[src/rtl/fib_pkg.sv]
// Shared constants for the fibonacci monitor: register map, bit positions,
// reset values, bus FSM states and a byte-lane merge helper.
package fib_pkg;

    localparam int unsigned BUS_W  = 32;
    localparam int unsigned SEL_W  = 4;
    localparam int unsigned CTRL_W = 3;
    localparam int unsigned STAT_W = 2;

    // Register offsets within the 256-byte window
    localparam logic [7:0] OFF_CTRL   = 8'h00;
    localparam logic [7:0] OFF_STATUS = 8'h04;
    localparam logic [7:0] OFF_LAST   = 8'h08;
    localparam logic [7:0] OFF_PREV   = 8'h0C;
    localparam logic [7:0] OFF_COUNT  = 8'h10;
    localparam logic [7:0] OFF_THRESH = 8'h14;

    // CTRL bits
    localparam int unsigned CTRL_THR_IRQ_EN  = 0;
    localparam int unsigned CTRL_WRAP_IRQ_EN = 1;
    localparam int unsigned CTRL_COUNT_EN    = 2;

    // STATUS bits
    localparam int unsigned STATUS_THR  = 0;
    localparam int unsigned STATUS_WRAP = 1;

    // Counting enabled, interrupts disabled
    localparam logic [CTRL_W-1:0] CTRL_RST = 3'b100;

    typedef enum logic {
        ST_IDLE = 1'b0,
        ST_ACK  = 1'b1
    } wb_state_e;

    // Merge write data into an existing word, one byte per asserted select
    function automatic logic [BUS_W-1:0] apply_sel(
        input logic [BUS_W-1:0] old_val,
        input logic [BUS_W-1:0] wdata,
        input logic [SEL_W-1:0] sel
    );
        logic [BUS_W-1:0] res;
        res = old_val;
        for (int i = 0; i < int'(SEL_W); i++) begin
            if (sel[i]) res[8*i +: 8] = wdata[8*i +: 8];
        end
        return res;
    endfunction

endpackage

[src/rtl/fib_monitor_if.sv]
// Wishbone slave bus bundle for the fibonacci monitor.
//   wbs_stb_i/cyc_i/we_i/sel_i/dat_i/adr_i : request from master
//   wbs_ack_o/dat_o                        : response from slave
interface fib_monitor_if;
    import fib_pkg::*;

    logic             wbs_stb_i;
    logic             wbs_cyc_i;
    logic             wbs_we_i;
    logic [SEL_W-1:0] wbs_sel_i;
    logic [BUS_W-1:0] wbs_dat_i;
    logic [BUS_W-1:0] wbs_adr_i;
    logic             wbs_ack_o;
    logic [BUS_W-1:0] wbs_dat_o;

    modport master (
        output wbs_stb_i, wbs_cyc_i, wbs_we_i, wbs_sel_i, wbs_dat_i, wbs_adr_i,
        input  wbs_ack_o, wbs_dat_o
    );

    modport slave (
        input  wbs_stb_i, wbs_cyc_i, wbs_we_i, wbs_sel_i, wbs_dat_i, wbs_adr_i,
        output wbs_ack_o, wbs_dat_o
    );

endinterface

[src/rtl/fib_sample_sync.sv]
// Two-flop sampler for the slow fibonacci value bus plus new-term detection.
//   clk, reset : system clock, synchronous active-high reset
//   value_in   : raw value bus (changes on a divided clock)
//   last       : most recently accepted term
//   count_en   : detection enable
//   sample     : second sync stage (candidate value)
//   new_term   : one-cycle pulse when a stable, different value is seen
module fib_sample_sync #(
    parameter int unsigned WIDTH = 30
) (
    input  logic             clk,
    input  logic             reset,
    input  logic [WIDTH-1:0] value_in,
    input  logic [WIDTH-1:0] last,
    input  logic             count_en,
    output logic [WIDTH-1:0] sample,
    output logic             new_term
);

    logic [WIDTH-1:0] s1_q;
    logic [WIDTH-1:0] s2_q;

    // Synchroniser stages
    always_ff @(posedge clk) begin
        if (reset) begin
            s1_q <= '0;
            s2_q <= '0;
        end else begin
            s1_q <= value_in;
            s2_q <= s1_q;
        end
    end

    // Pulse is naturally one cycle: LAST takes s2 on the same edge it is consumed
    assign sample   = s2_q;
    assign new_term = (s1_q == s2_q) && (s2_q != last) && count_en;

endmodule

[src/rtl/fib_monitor.sv]
// Fibonacci value-bus monitor: tracks the last two terms and a term count,
// flags threshold crossings and wraps, and exposes them over Wishbone.
//   wb_clk_i, reset : system clock, synchronous active-high reset
//   value_in        : fibonacci value bus
//   wbs             : Wishbone slave port
//   irq_out         : level interrupt
module fib_monitor
    import fib_pkg::*;
#(
    parameter int unsigned WIDTH     = 30,
    parameter logic [31:0] BASE_ADDR = 32'h3000_0100
) (
    input  logic             wb_clk_i,
    input  logic             reset,
    input  logic [WIDTH-1:0] value_in,
    fib_monitor_if.slave     wbs,
    output logic             irq_out
);

    wb_state_e         state_q, state_d;
    logic [CTRL_W-1:0] ctrl_q;
    logic [STAT_W-1:0] status_q;
    logic [WIDTH-1:0]  last_q;
    logic [WIDTH-1:0]  prev_q;
    logic [BUS_W-1:0]  count_q;
    logic [WIDTH-1:0]  thresh_q;
    logic [BUS_W-1:0]  dat_q;
    logic              irq_q;

    logic [WIDTH-1:0]  sample;
    logic              new_term;
    logic [7:0]        off;
    logic              hit;
    logic              req;
    logic              wr_fire;
    logic [BUS_W-1:0]  rd_data;
    logic [STAT_W-1:0] set_flags;
    logic [STAT_W-1:0] w1c;

    fib_sample_sync #(.WIDTH(WIDTH)) u_sync (
        .clk      (wb_clk_i),
        .reset    (reset),
        .value_in (value_in),
        .last     (last_q),
        .count_en (ctrl_q[CTRL_COUNT_EN]),
        .sample   (sample),
        .new_term (new_term)
    );

    assign off     = wbs.wbs_adr_i[7:0];
    assign hit     = (wbs.wbs_adr_i[31:8] == BASE_ADDR[31:8]);
    assign req     = wbs.wbs_stb_i && wbs.wbs_cyc_i && hit;
    assign wr_fire = (state_q == ST_ACK) && req && wbs.wbs_we_i;

    // Bus FSM state register
    always_ff @(posedge wb_clk_i) begin
        if (reset) state_q <= ST_IDLE;
        else       state_q <= state_d;
    end

    // Bus FSM next state: ACK always returns to IDLE, so acks are at most every other cycle
    always_comb begin
        state_d = state_q;
        case (state_q)
            ST_IDLE: if (req) state_d = ST_ACK;
            ST_ACK:  state_d = ST_IDLE;
            default: state_d = ST_IDLE;
        endcase
    end

    // Read mux
    always_comb begin
        rd_data = '0;
        case (off)
            OFF_CTRL:   rd_data = BUS_W'(ctrl_q);
            OFF_STATUS: rd_data = BUS_W'(status_q);
            OFF_LAST:   rd_data = BUS_W'(last_q);
            OFF_PREV:   rd_data = BUS_W'(prev_q);
            OFF_COUNT:  rd_data = count_q;
            OFF_THRESH: rd_data = BUS_W'(thresh_q);
            default:    rd_data = '0;
        endcase
    end

    // Flag sets from the incoming term and write-1-to-clear mask
    always_comb begin
        set_flags = '0;
        w1c       = '0;
        if (new_term) begin
            set_flags[STATUS_WRAP] = (sample < last_q);
            set_flags[STATUS_THR]  = (thresh_q != '0) && (sample >= thresh_q);
        end
        if (wr_fire && (off == OFF_STATUS) && wbs.wbs_sel_i[0]) begin
            w1c = wbs.wbs_dat_i[STAT_W-1:0];
        end
    end

    // Register file, read data and interrupt
    always_ff @(posedge wb_clk_i) begin
        if (reset) begin
            ctrl_q   <= CTRL_RST;
            status_q <= '0;
            last_q   <= '0;
            prev_q   <= '0;
            count_q  <= '0;
            thresh_q <= '0;
            dat_q    <= '0;
            irq_q    <= 1'b0;
        end else begin
            if (new_term) begin
                prev_q <= last_q;
                last_q <= sample;
            end

            // A clear landing with a new term leaves exactly that term counted
            if (wr_fire && (off == OFF_COUNT) && (wbs.wbs_sel_i != '0)) begin
                count_q <= new_term ? BUS_W'(1) : '0;
            end else if (new_term) begin
                count_q <= count_q + BUS_W'(1);
            end

            // Set wins over a simultaneous clear
            status_q <= (status_q & ~w1c) | set_flags;

            if (wr_fire && (off == OFF_CTRL) && wbs.wbs_sel_i[0]) begin
                ctrl_q <= wbs.wbs_dat_i[CTRL_W-1:0];
            end

            if (wr_fire && (off == OFF_THRESH)) begin
                thresh_q <= WIDTH'(apply_sel(BUS_W'(thresh_q), wbs.wbs_dat_i, wbs.wbs_sel_i));
            end

            dat_q <= ((state_q == ST_IDLE) && req) ? rd_data : '0;

            irq_q <= (status_q[STATUS_THR]  && ctrl_q[CTRL_THR_IRQ_EN]) ||
                     (status_q[STATUS_WRAP] && ctrl_q[CTRL_WRAP_IRQ_EN]);
        end
    end

    assign wbs.wbs_ack_o = (state_q == ST_ACK);
    assign wbs.wbs_dat_o = dat_q;
    assign irq_out       = irq_q;

endmodule

[src/flat_wrapper.sv]
// flat-port wrapper written by rule: the top's interface ports become plain ports
module fib_monitor_flat import fib_pkg::*;
#(
    parameter int unsigned WIDTH     = 30,
    parameter logic [31:0] BASE_ADDR = 32'h3000_0100
)
  (wb_clk_i, reset, value_in, irq_out, wbs_wbs_stb_i, wbs_wbs_cyc_i, wbs_wbs_we_i, wbs_wbs_sel_i, wbs_wbs_dat_i, wbs_wbs_adr_i, wbs_wbs_ack_o, wbs_wbs_dat_o);
  fib_monitor_if wbs_i ();
  input  logic wb_clk_i;
  input  logic reset;
  input  logic [WIDTH-1:0] value_in;
  output logic irq_out;
  input wire logic [$bits(wbs_i.wbs_stb_i)-1:0] wbs_wbs_stb_i;
  input wire logic [$bits(wbs_i.wbs_cyc_i)-1:0] wbs_wbs_cyc_i;
  input wire logic [$bits(wbs_i.wbs_we_i)-1:0] wbs_wbs_we_i;
  input wire logic [$bits(wbs_i.wbs_sel_i)-1:0] wbs_wbs_sel_i;
  input wire logic [$bits(wbs_i.wbs_dat_i)-1:0] wbs_wbs_dat_i;
  input wire logic [$bits(wbs_i.wbs_adr_i)-1:0] wbs_wbs_adr_i;
  output wire logic [$bits(wbs_i.wbs_ack_o)-1:0] wbs_wbs_ack_o;
  output wire logic [$bits(wbs_i.wbs_dat_o)-1:0] wbs_wbs_dat_o;
  assign wbs_i.wbs_stb_i = wbs_wbs_stb_i;
  assign wbs_i.wbs_cyc_i = wbs_wbs_cyc_i;
  assign wbs_i.wbs_we_i = wbs_wbs_we_i;
  assign wbs_i.wbs_sel_i = wbs_wbs_sel_i;
  assign wbs_i.wbs_dat_i = wbs_wbs_dat_i;
  assign wbs_i.wbs_adr_i = wbs_wbs_adr_i;
  assign wbs_wbs_ack_o = wbs_i.wbs_ack_o;
  assign wbs_wbs_dat_o = wbs_i.wbs_dat_o;
  fib_monitor #(.WIDTH(WIDTH), .BASE_ADDR(BASE_ADDR)) u_core (.wb_clk_i(wb_clk_i), .reset(reset), .value_in(value_in), .wbs(wbs_i), .irq_out(irq_out));
endmodule
[config.mk]
export PLATFORM = sky130hd
export DESIGN_NAME = fib_monitor_flat
export DESIGN_NICKNAME = d
export VERILOG_FILES = /design/src/rtl/fib_pkg.sv /design/src/rtl/fib_monitor_if.sv /design/src/rtl/fib_sample_sync.sv /design/src/rtl/fib_monitor.sv /design/src/flat_wrapper.sv
export SDC_FILE = /design/constraint.sdc
export NUM_CORES = 1
export LEC_CHECK = 0
export CAP_MARGIN = 10
export CORE_ASPECT_RATIO = 0.5
export CORE_UTILIZATION = 50
export DETAILED_ROUTE_END_ITERATION = 12
export GPL_TIMING_DRIVEN = 0
export PLACE_DENSITY = 0.78
export SYNTH_ARGS = -nofsm -noshare
export SYNTH_HDL_FRONTEND = slang
export SYNTH_SLANG_ARGS = --single-unit
[constraint.sdc]
create_clock -name wb_clk_i -period 2.34 [get_ports wb_clk_i]
set_input_delay 0.351 -clock wb_clk_i [delete_from_list [all_inputs] [get_ports wb_clk_i]]
set_output_delay 0.351 -clock wb_clk_i [all_outputs]
set_load 0.03 [all_outputs]
==> impl_metrics.py <==
metrics = {
    "run_status": {
        "status": "finished, violations left",
        "violations": "setup timing",
    },
    "power_and_ir_drop": {
        "leakagePower_uw": 0.00518,
        "vdd_drop_max_v": 0.000479,
        "power_density_nw_per_um2": 560,
        "p_total_uw": 8030,
    },
    "routing": {
        "drtIter0Drc": 1077,
        "maxUsedRoutingLayer": "met4",
        "dr.pass1.iters": 7,
        "antenna_left": 0,
        "drc": 0,
        "wl_per_cell_um": 22.1,
        "wl_met1_um": 14000,
        "dr_wl_met3_um": 4790,
        "wl_um": 36800,
        "vias": 10300,
        "met2_length_um": 16400,
        "viasPerCell": 6.17,
    },
    "synthesis": {
        "synth_fp_nets": 1347,
        "yosysUniqueCellTypes": 53,
        "synth_seq_cells": 221,
        "synthAdderAreaFrac_pct": 7.41,
        "synth_compound_area_share_pct": 12.7,
        "ys_async_sr_fraction_pct": 0,
        "yosys_warnings": 0,
        "synth_ff_type": "dfxtp_1",
        "yosys-top-cells-count": "dfxtp_1, nand2_1, a21oi_1, inv_1, nor2_1",
        "synthMuxAreaShare_pct": 5.90,
        "synth_edf_count": 0,
        "synth_area_leaders": "dfxtp_1, ha_1, a21oi_1, nand2_1, nor2b_1",
        "syn_inst": 1183,
        "yosysSeqAreaShare_pct": 42.9,
        "synth_top_area_cell": "dfxtp_1",
        "synthSimpleGateAreaFrac_pct": 22.4,
        "synth_most_common_cell": "dfxtp_1",
        "synth_xor_area_share_pct": 3.74,
        "netlist_area_um2": 10300,
        "yosysTopAreaCellShare_pct": 42.9,
        "syn_avg_cell_area_um2": 8.71,
        "synth_top_family_by_area": "simple AND/OR/NAND/NOR gates",
    },
    "critical_path": {
        "startpoint_type": "flip-flop",
        "r2r-end": "u_core.count_q[26]",
        "crit_fanout": 8,
        "cp.arrival_ns": 2.92,
        "end_kind": "flip-flop",
        "rr_worst_depth": 7,
        "rrSetupSlack_ns": -0.20,
        "critPathKind": "reg -> reg",
        "cp_data_required_time_ns": 2.72,
        "rr_startpoint": "u_core.u_sync.sample[3]",
    },
    "floorplan": {
        "coreArea_um2": 19800,
        "die_w_um": 205,
        "core.rowCount": 36,
        "ios": 137,
        "dieArea_um2": 21200,
        "die_h_um": 104,
        "start_util_pct": 52.0,
    },
    "placed_design": {
        "port-buffer-count": 130,
        "pre_cts_ws_ns": -1.44,
        "dp.cells": 1580,
        "hpwl_um": 24200,
        "gp_congestion": 1.01,
    },
    "global_route": {
        "grt_pass1_wl_um": 50500,
        "grt_max_degree": 16,
        "overflow": 0,
        "antenna_found_initial": 0,
        "grt_pass1_vias": 9365,
        "grt_usage_pct": 30.7,
    },
    "sta": {
        "rsz0062_at_grt": "yes",
        "post-route-period-util_pct": 108,
        "relSlewSlack_pct": 41.1,
        "slew_violations": 0,
        "worst_pin_slew_ns": 0.873,
        "holdWs_ns": 0.374,
        "setup_violations": 68,
        "fin_skew_ns": 0.0236,
        "postLayoutSetupSlackWorst_ns": -0.196,
        "fmax_ghz": 0.394,
        "setup_tns_ns": -5.74,
        "finalHoldViolations": 0,
        "fin_crit_ns": 2.54,
    },
    "clock_tree": {
        "holdBufCountCts": 0,
        "ctsRootBufferMaster": "clkbuf_16",
        "h-tree-depth": 1,
        "numCtsBuffers": 21,
        "clock_path_buffers": 3,
        "clk_pin_slew_ns": 0.06,
        "insertion_delay_ns": 0.52,
        "cts_tree": "built",
        "cts_sinks": 221,
    },
    "hold_path": {
        "worstHoldStart": "value_in[19]",
        "hp-class": "in -> reg",
        "holdPathEnd": "u_core.u_sync.s1_q[19]",
        "holdPathStages": 2,
    },
    "layout": {
        "multiInputGateArea_um2": 6310,
        "n_antenna_cell": 0,
        "layout.cells.non_filler": 1663,
        "fill_cells": 1333,
        "seq_area_um2": 4560,
        "drive_gt1_share_pct": 24.1,
        "nNetsFinal": 1549,
        "syn2layout_area_growth_pct": 39.1,
    },
    "job": {
        "cap_violations": 0,
    },
}
==> layer usage <==
| metal | vias up | GRT usage, % |
|---|---|---|
| met1 | 4831 | 42.3 |
| li1 | 4540 | - |
| met3 | 175 | 6.77 |
| met4 | 0 | 8.89 |
| met5 | - | 0 |
| met2 | 715 | 48.1 |
==> flip-flops by register name (all words and copies together), names as in the netlist <==
name,cells
u_core.status_q,2
u_core.irq_out,1
u_core.prev_q,30
u_core.wbs.wbs_ack_o,1
u_core.thresh_q,30
u_core.u_sync.s1_q,30
u_core.ctrl_q,3
u_core.last_q,30
u_core.wbs.wbs_dat_o,32
u_core.u_sync.sample,30
u_core.count_q,32
==> cells in the final DEF (no fill, tap or decap), types with 8 or more instances in the layout <==
cell / synthesis / layout
nor2_1: 66 / 64
clkbuf_2: 0 / 9
xnor2_1: 44 / 13
nor2b_1: 64 / 64
clkdlybuf4s50_1: 0 / 130
xnor2_4: 0 / 8
a22oi_1: 26 / 26
dfxtp_1: 221 / 157
ha_1: 61 / 55
o21ai_0: 15 / 14
xnor2_2: 0 / 23
dfxtp_4: 0 / 23
nand2_4: 0 / 25
mux2_2: 22 / 22
buf_6: 0 / 22
clkbuf_16: 0 / 24
buf_4: 1 / 39
and3_1: 9 / 8
inv_1: 70 / 67
a21oi_2: 0 / 33
mux2i_1: 36 / 36
a21o_1: 11 / 11
nand4_1: 46 / 46
dfxtp_2: 0 / 41
nand3_1: 16 / 16
nand2_1: 172 / 144
clkbuf_1: 56 / 34
a21oi_1: 131 / 98
nor4_1: 24 / 19
==> worst max path at each step <==
| stage | startpoint | end | cells past startpoint |
|---|---|---|---|
| after global routing | u_core.u_sync.sample[3] | u_core.count_q[14] | 6 |
| after floorplan | u_core.u_sync.sample[2] | u_core.count_q[20] | 8 |
| after CTS | u_core.u_sync.sample[22] | u_core.count_q[20] | 7 |
| final | u_core.u_sync.sample[3] | u_core.count_q[26] | 7 |
| after detailed placement | wbs_wbs_cyc_i | u_core.wbs.wbs_dat_o[29] | 7 |
| after global placement | wbs_wbs_adr_i[5] | u_core.wbs.wbs_dat_o[29] | 7 |
==> power breakdown <==
group          switching [uW]  internal, uW  total [uW]
registers                88.5          3790        3880
logic                     319           375         694
clock network            1490          1960        3450
total                    1900          6130        8030
==> critical path, stage by stage (launching register included) <==
cell and delay, ns:
dfxtp_4 0.37, xnor2_4 0.20, nand4_1 0.14, or4_4 0.64, or3_4 0.44, buf_8 0.16
o41ai_4 0.33, a21oi_2 0.11
==> per-stage QoR <==
stage	utilization (%)	cell area, um^2
after floorplan	-	10400
after global placement	60.5	12000
after detailed placement	60.5	12000
after CTS	66.9	13300
after global routing	72.3	14300
final	72.3	14300
==> layout make-up <==
| type | count | area share (%) |
|---|---|---|
| multi-input combinational | 830 | 44.1 |
| sequential | 221 | 31.8 |
| timing repair buffer | 183 | 12.6 |
| clock buffer | 31 | 4.35 |
| buffer | 58 | 2.58 |
| tap | 266 | 2.32 |
| inverter | 70 | 1.83 |
| clock inverter | 4 | 0.384 |
==> kinds of logic after synthesis <==
| logic type | after synthesis |
|---|---|
| XOR/XNOR | 44 |
| AND/OR/NAND/NOR | 448 |
| adder cells (fa/ha/maj) | 61 |
| flip-flops | 221 |
| AO/OA/AOI/OAI | 219 |
| multiplexers | 58 |
| buffers and inverters | 132 |
==> repair_timing <==
action,in CTS,in global routing
gates cloned,0,3
gates resized for setup,124,210
buffers inserted,23,27
endpoints found under the setup margin,152,139
pin swaps,34,68
No activity file was read; power rests on OpenSTA's default activity.
